## config.mk

```make
export PLATFORM = sky130hd
export DESIGN_NAME = instr_encoder_flat
export DESIGN_NICKNAME = d
export VERILOG_FILES = /design/src/rtl/instr_encoder_if.sv /design/src/rtl/instr_encoder.sv /design/src/flat_wrapper.sv
export SDC_FILE = /design/constraint.sdc
export NUM_CORES = 1
export LEC_CHECK = 0
export BUFFER_PORTS_ARGS = -buffer_cell sky130_fd_sc_hd__buf_2
export CORE_MARGIN = 3
export CORE_UTILIZATION = 23
export DETAILED_ROUTE_END_ITERATION = 7
export GPL_TIMING_DRIVEN = 0
export SYNTH_ARGS = -nofsm -noshare
export SYNTH_HDL_FRONTEND = slang
export SYNTH_SLANG_ARGS = --single-unit
```

## constraint.sdc

```tcl
create_clock -name clock -period 2.3 [get_ports clock]
set_clock_uncertainty 0.2 [all_clocks]
set_input_delay 0.115 -clock clock [delete_from_list [all_inputs] [get_ports clock]]
set_output_delay 0.115 -clock clock [all_outputs]
set_load 0.1 [all_outputs]
```

## src/rtl/instr_encoder_if.sv

```systemverilog
// Request/result bundle for the MIPS instruction encoder.
//   Request : in_valid/in_ready handshake with kind, opcode, funct, rs, rt, rd, shamt, imm, target.
//   Result  : out_valid/out_ready handshake with instr and out_class, plus err pulse and
//             err_opcode (opcode of the most recently rejected request).
// master drives requests and consumes results; slave is the encoder.
interface instr_encoder_if;
   logic        in_valid;
   logic        in_ready;
   logic [2:0]  kind;
   logic [5:0]  opcode;
   logic [5:0]  funct;
   logic [4:0]  rs;
   logic [4:0]  rt;
   logic [4:0]  rd;
   logic [4:0]  shamt;
   logic [31:0] imm;
   logic [25:0] target;
   logic        out_valid;
   logic        out_ready;
   logic [31:0] instr;
   logic [1:0]  out_class;
   logic        err;
   logic [5:0]  err_opcode;

   modport master (
      output in_valid, kind, opcode, funct, rs, rt, rd, shamt, imm, target, out_ready,
      input  in_ready, out_valid, instr, out_class, err, err_opcode
   );

   modport slave (
      input  in_valid, kind, opcode, funct, rs, rt, rd, shamt, imm, target, out_ready,
      output in_ready, out_valid, instr, out_class, err, err_opcode
   );
endinterface

```

## src/rtl/instr_encoder.sv

```systemverilog
// MIPS instruction encoder with pseudo-instruction expansion.
//   clock : rising-edge clock
//   reset : asynchronous active-high reset
//   bus   : instr_encoder_if.slave (request in, encoded word out, error report)
// Each accepted request produces one 32-bit word (R/I/J format), two words for LI with a
// nonzero upper half (lui then ori), or none with an err pulse for an illegal opcode/kind.
// The output is a single registered entry; a drain and a new accept may happen together.
module instr_encoder (
   input logic            clock,
   input logic            reset,
   instr_encoder_if.slave bus
);

   typedef enum logic [1:0] {StIdle, StEmit, StEmitHi} state_e;

   localparam logic [2:0] KindR    = 3'd0;
   localparam logic [2:0] KindI    = 3'd1;
   localparam logic [2:0] KindJ    = 3'd2;
   localparam logic [2:0] KindLi   = 3'd3;
   localparam logic [2:0] KindMove = 3'd4;
   localparam logic [2:0] KindB    = 3'd5;
   localparam logic [2:0] KindBnez = 3'd6;

   localparam logic [5:0] OpSpecial = 6'b000000;
   localparam logic [5:0] OpRegimm  = 6'b000001;
   localparam logic [5:0] OpJ       = 6'b000010;
   localparam logic [5:0] OpJal     = 6'b000011;
   localparam logic [5:0] OpBeq     = 6'b000100;
   localparam logic [5:0] OpBne     = 6'b000101;
   localparam logic [5:0] OpBlez    = 6'b000110;
   localparam logic [5:0] OpBgtz    = 6'b000111;
   localparam logic [5:0] OpAddiu   = 6'b001001;
   localparam logic [5:0] OpSlti    = 6'b001010;
   localparam logic [5:0] OpSltiu   = 6'b001011;
   localparam logic [5:0] OpOri     = 6'b001101;
   localparam logic [5:0] OpLui     = 6'b001111;
   localparam logic [5:0] OpLb      = 6'b100000;
   localparam logic [5:0] OpLw      = 6'b100011;
   localparam logic [5:0] OpSb      = 6'b101000;
   localparam logic [5:0] OpSw      = 6'b101011;
   localparam logic [5:0] FnAddu    = 6'b100001;

   localparam logic [1:0] ClsR = 2'd1;
   localparam logic [1:0] ClsI = 2'd2;
   localparam logic [1:0] ClsJ = 2'd3;

   state_e      state_q, state_d;
   logic [31:0] instr_q, instr_d;
   logic [1:0]  class_q, class_d;
   logic        err_q, err_d;
   logic [5:0]  err_op_q, err_op_d;
   // Held for the second LI word so the request bus is free after acceptance.
   logic [4:0]  li_rt_q, li_rt_d;
   logic [15:0] li_lo_q, li_lo_d;

   logic        dec_ok, dec_two;
   logic [31:0] dec_instr;
   logic [1:0]  dec_class;
   logic        in_ready, accept;

   // Decode the presented request into its first word.
   always_comb begin
      dec_ok    = 1'b1;
      dec_two   = 1'b0;
      dec_instr = '0;
      dec_class = 2'd0;
      case (bus.kind)
         KindR: begin
            dec_ok    = (bus.opcode == OpSpecial);
            dec_instr = {bus.opcode, bus.rs, bus.rt, bus.rd, bus.shamt, bus.funct};
            dec_class = ClsR;
         end
         KindI: begin
            case (bus.opcode)
               OpAddiu, OpLui, OpLw, OpLb, OpSw, OpSb, OpRegimm, OpBne, OpBeq, OpBgtz,
               OpBlez, OpOri, OpSlti, OpSltiu: dec_ok = 1'b1;
               default:                        dec_ok = 1'b0;
            endcase
            dec_instr = {bus.opcode, bus.rs, bus.rt, bus.imm[15:0]};
            dec_class = ClsI;
         end
         KindJ: begin
            dec_ok    = (bus.opcode == OpJ) || (bus.opcode == OpJal);
            dec_instr = {bus.opcode, bus.target};
            dec_class = ClsJ;
         end
         KindLi: begin
            // A zero upper half collapses to a single ori from $zero.
            if (bus.imm[31:16] == 16'h0000) begin
               dec_instr = {OpOri, 5'd0, bus.rt, bus.imm[15:0]};
            end else begin
               dec_two   = 1'b1;
               dec_instr = {OpLui, 5'd0, bus.rt, bus.imm[31:16]};
            end
            dec_class = ClsI;
         end
         KindMove: begin
            dec_instr = {OpSpecial, 5'd0, bus.rt, bus.rd, 5'd0, FnAddu};
            dec_class = ClsR;
         end
         KindB: begin
            dec_instr = {OpBeq, 5'd0, 5'd0, bus.imm[15:0]};
            dec_class = ClsI;
         end
         KindBnez: begin
            dec_instr = {OpBne, 5'd0, bus.rt, bus.imm[15:0]};
            dec_class = ClsI;
         end
         default: dec_ok = 1'b0;
      endcase
   end

   assign in_ready = (state_q == StIdle) || ((state_q == StEmit) && bus.out_ready);
   assign accept   = bus.in_valid && in_ready;

   always_comb begin
      state_d  = state_q;
      instr_d  = instr_q;
      class_d  = class_q;
      err_d    = 1'b0;
      err_op_d = err_op_q;
      li_rt_d  = li_rt_q;
      li_lo_d  = li_lo_q;
      unique case (state_q)
         StIdle, StEmit: begin
            if ((state_q == StEmit) && bus.out_ready) begin
               state_d = StIdle;
            end
            if (accept) begin
               if (!dec_ok) begin
                  // Rejected: consumed like a drain, leaves no word behind.
                  err_d    = 1'b1;
                  err_op_d = bus.opcode;
               end else begin
                  instr_d = dec_instr;
                  class_d = dec_class;
                  state_d = dec_two ? StEmitHi : StEmit;
                  if (dec_two) begin
                     li_rt_d = bus.rt;
                     li_lo_d = bus.imm[15:0];
                  end
               end
            end
         end
         StEmitHi: begin
            if (bus.out_ready) begin
               instr_d = {OpOri, li_rt_q, li_rt_q, li_lo_q};
               class_d = ClsI;
               state_d = StEmit;
            end
         end
         default: state_d = StIdle;
      endcase
   end

   always_ff @(posedge clock or posedge reset) begin
      if (reset) begin
         state_q  <= StIdle;
         instr_q  <= '0;
         class_q  <= '0;
         err_q    <= 1'b0;
         err_op_q <= '0;
         li_rt_q  <= '0;
         li_lo_q  <= '0;
      end else begin
         state_q  <= state_d;
         instr_q  <= instr_d;
         class_q  <= class_d;
         err_q    <= err_d;
         err_op_q <= err_op_d;
         li_rt_q  <= li_rt_d;
         li_lo_q  <= li_lo_d;
      end
   end

   assign bus.in_ready   = in_ready;
   assign bus.out_valid  = (state_q != StIdle);
   assign bus.instr      = instr_q;
   assign bus.out_class  = class_q;
   assign bus.err        = err_q;
   assign bus.err_opcode = err_op_q;

endmodule
```

## src/flat_wrapper.sv

```systemverilog
// flat-port wrapper written by rule: the top's interface ports become plain ports
module instr_encoder_flat 
  (clock, reset, bus_in_valid, bus_kind, bus_opcode, bus_funct, bus_rs, bus_rt, bus_rd, bus_shamt, bus_imm, bus_target, bus_out_ready, bus_in_ready, bus_out_valid, bus_instr, bus_out_class, bus_err, bus_err_opcode);
  instr_encoder_if bus_i ();
  input logic clock;
  input logic reset;
  input wire logic [$bits(bus_i.in_valid)-1:0] bus_in_valid;
  input wire logic [$bits(bus_i.kind)-1:0] bus_kind;
  input wire logic [$bits(bus_i.opcode)-1:0] bus_opcode;
  input wire logic [$bits(bus_i.funct)-1:0] bus_funct;
  input wire logic [$bits(bus_i.rs)-1:0] bus_rs;
  input wire logic [$bits(bus_i.rt)-1:0] bus_rt;
  input wire logic [$bits(bus_i.rd)-1:0] bus_rd;
  input wire logic [$bits(bus_i.shamt)-1:0] bus_shamt;
  input wire logic [$bits(bus_i.imm)-1:0] bus_imm;
  input wire logic [$bits(bus_i.target)-1:0] bus_target;
  input wire logic [$bits(bus_i.out_ready)-1:0] bus_out_ready;
  output wire logic [$bits(bus_i.in_ready)-1:0] bus_in_ready;
  output wire logic [$bits(bus_i.out_valid)-1:0] bus_out_valid;
  output wire logic [$bits(bus_i.instr)-1:0] bus_instr;
  output wire logic [$bits(bus_i.out_class)-1:0] bus_out_class;
  output wire logic [$bits(bus_i.err)-1:0] bus_err;
  output wire logic [$bits(bus_i.err_opcode)-1:0] bus_err_opcode;
  assign bus_i.in_valid = bus_in_valid;
  assign bus_i.kind = bus_kind;
  assign bus_i.opcode = bus_opcode;
  assign bus_i.funct = bus_funct;
  assign bus_i.rs = bus_rs;
  assign bus_i.rt = bus_rt;
  assign bus_i.rd = bus_rd;
  assign bus_i.shamt = bus_shamt;
  assign bus_i.imm = bus_imm;
  assign bus_i.target = bus_target;
  assign bus_i.out_ready = bus_out_ready;
  assign bus_in_ready = bus_i.in_ready;
  assign bus_out_valid = bus_i.out_valid;
  assign bus_instr = bus_i.instr;
  assign bus_out_class = bus_i.out_class;
  assign bus_err = bus_i.err;
  assign bus_err_opcode = bus_i.err_opcode;
  instr_encoder u_core (.clock(clock), .reset(reset), .bus(bus_i));
endmodule
```

==> out/metrics.yaml <==
outcome:
  status: "finished clean"
timing:
  fin_ws_ns: 0.136
  period_minus_slack_ns: 2.16
  slew_headroom: 0.447
  hold_viol_final: 0
  finalCritPeriodShare: 0.941
  fmax_ghz: 0.462
  setup_viol: 0
  rsz0062_at_grt: "no"
  worstMarginPinSlew_ns: 0.829
  maxSlewViolCount: 0
setup_path:
  r2r_slack_ns: 0.16
  cp_data_required_time_ns: 2.31
  crit_arrival_ns: 2.18
  path_max_fanout: 7
  r2r-end: "u_core.bus.instr[2]"
  ff2ff_path_depth: 7
  end_kind: "register"
  reg2reg_from: "u_core.state_q[0]"
  start_kind: "input port"
  worst-setup-path-type: "input port to register"
pwr:
  p_switching_mw: 2.67
  leakage_nw: 2.51
  swShare: 0.467
  p_int_mw: 3.05
  p_comb_frac: 0.457
  seqPwrFrac: 0.278
  irDropWorstVdd_uv: 778
  cellPowerDensity_mw_per_mm2: 1060
  clkPwrFrac: 0.265
logic_synthesis:
  synth_warnings: 0
  syn_area_mm2: 0.00375
  ys_ff_latch: 64
  async_flop_share: 1.00
  seq_area_frac_synth: 0.427
  synth_edf_count: 0
  synthCells: 351
  syn_nets: 452
  yosys.cell_types.count: 45
  synthFlopType: "dfrtp_1"
  syn_area_per_cell_um2: 10.7
finish:
  regArea_mm2: 0.00160
  utilization: 0.338
  final_common_cell: "buf_2"
  final_cells: 752
  drive_gt1_frac: 0.461
  synthToLayoutAreaGrowth_pct: 43.6
  final_cell_mix: "buf_2 (149), mux2_2 (66), dfrtp_1 (64), dlygate4sd3_1 (29), nor2_1 (24)"
  multi_input_area_mm2: 0.00200
  n_antenna_cell: 0
  nNetsFinal: 632
  fillers: 1637
grt:
  grt_max_degree: 65
  grt_use_total: 0.154
  antenna_found_initial: 0
  first_global_vias: 3811
  overflow: 0
  use_met2: 0.247
  grt.busiest_layer: "met2"
  grtUsageMet1: 0.205
  grt_pass1_wl_um: 21100
  use_met3: 0.0487
drt:
  dr.pass1.iters: 4
  vias: 3594
  drt_drc_violations_left: 0
  routed_wl_um: 13700
  vias_per_cell: 4.78
  antenna_left: 0
  post_drt_wl_per_cell_um: 18.2
  first_iter_violations: 197
placement:
  dp.cells: 705
  post-place-ws_ns: -0.262
  dp_hpwl_um: 10500
  port_buffers: 138
  place_congestion: 0.816
cts:
  numClockSinks: 64
  cts_buffers: 9
  clkTransAtPathRegs_ns: 0.06
  cts-root-buf: "clkbuf_16"
  worst_skew_pair.late_latency_ns: 0.34
  cts_tree: "done"
  cts_buffer_depth: 2
  htreeDepth: 3
floorplanning:
  die_area_mm2: 0.0179
  coreArea_mm2: 0.0159
  num_rows: 46
  io_pins: 140
  dieHeight_um: 134
  die_x_um: 134
  start_util: 0.235
worst_hold_path:
  whs_endpoint: "u_core.bus.instr[31]"
  hp-start: "bus_opcode[5]"
  min_path_type: "input port to register"
  min_path_cells: 4
run:
  drv_cap: 0
[routing by layer]
metal	wire (um)	vias up
met5	0	-
met4	139	0
met3	1170	7
met2	6360	168
met1	6020	1740
li1	-	1679
[registers in the layout, summed over array words and instances (netlist names)]
register / flops
u_core.state_q: 2
u_core.bus.out_class: 2
u_core.bus.err: 1
u_core.bus.instr: 32
u_core.li_rt_q: 5
u_core.bus.err_opcode: 6
u_core.li_lo_q: 16
[through the flow]
stage | total power [mW] | hold WS [ns] | instance area [um^2] | TNS (ns)
after floorplan | 3.64 | 0.0268 | 3750 | 0
after global placement | 4.14 | 0.139 | 4710 | -44.00
after detailed placement | 4.18 | 0.160 | 4710 | -10.35
after CTS | 5.76 | 0.00767 | 5340 | 0
after global routing | 5.95 | 0.0378 | 5380 | 0
final | 5.71 | 0.0140 | 5380 | 0
[worst max-delay path, stage by stage]
cell and delay, ns:
dlygate4sd3_1 0.52, buf_2 0.14, nor4b_1 0.07, a211oi_2 0.24, o211ai_2 0.21, a21oi_2 0.49
mux2_2 0.40
[cell type report]
type                            count  share of cell area
Tap cell                          216              0.0502
Clock buffer                       11              0.0470
Inverter                            9             0.00674
Clock inverter                      5              0.0146
Sequential cell                    64               0.298
Multi-Input combinational cell    254               0.372
Buffer                             24              0.0239
Timing Repair Buffer              169               0.187
[Yosys cell counts, types with 4 or more instances]
library cell / n / area share
a22oi_1: 14 / 0.028
nand2_1: 13 / 0.013
ha_1: 4 / 0.013
dfrtp_1: 64 / 0.43
nand2b_1: 4 / 0.0067
a2bb2oi_1: 6 / 0.014
a21oi_1: 17 / 0.023
nor2b_1: 21 / 0.035
a221o_1: 14 / 0.037
buf_2: 10 / 0.013
mux2_2: 66 / 0.20
a22o_1: 5 / 0.012
o21ai_0: 19 / 0.025
inv_1: 8 / 0.0080
nor2_1: 24 / 0.024
nor3_1: 4 / 0.0053
buf_1: 4 / 0.0040
clkbuf_1: 7 / 0.0070
nor4_1: 4 / 0.0067
o221ai_1: 7 / 0.016
[timing repair]
item	CTS	global route
pin swaps	0	1
hold buffers	29	0
endpoints found under the setup margin	13	25
setup buffers	0	2
resized for setup	2	4
endpoints found under the hold margin	106	0
[worst max-delay path by stage]
| stage | start | endpoint | slack (ns) |
|---|---|---|---|
| 2_1_floorplan | u_core.state_q[0] | bus_in_ready | 0.14 |
| 6_report | bus_opcode[4] | u_core.bus.err_opcode[5] | 0.14 |
| 3_3_place_gp | reset | u_core.bus.err | -0.58 |
| 4_1_cts | bus_opcode[4] | u_core.bus.instr[4] | 0.05 |
| 5_1_grt | bus_opcode[4] | u_core.bus.err_opcode[5] | 0.007 |
| 3_5_place_dp | bus_opcode[0] | u_core.bus.instr[4] | -0.26 |
[logic make-up after synthesis]
kind of cell | Yosys count | share of synthesized area
buffers and inverters | 33 | 0.0424
AND/OR/NAND/NOR | 85 | 0.117
adder cells (fa/ha/maj) | 4 | 0.0134
flip-flops | 64 | 0.427
AO/OA/AOI/OAI | 98 | 0.199
multiplexers | 67 | 0.201
[power by group through the flow]
stage	logic (mW)	registers (mW)	clock network (mW)
2_1_floorplan	0.610	3.03	0
3_3_place_gp	2.55	1.59	0
3_5_place_dp	2.58	1.60	0
4_1_cts	2.62	1.59	1.56
5_1_grt	2.72	1.62	1.61
6_report	2.61	1.59	1.51
No activity file was read; power rests on OpenSTA's default activity.
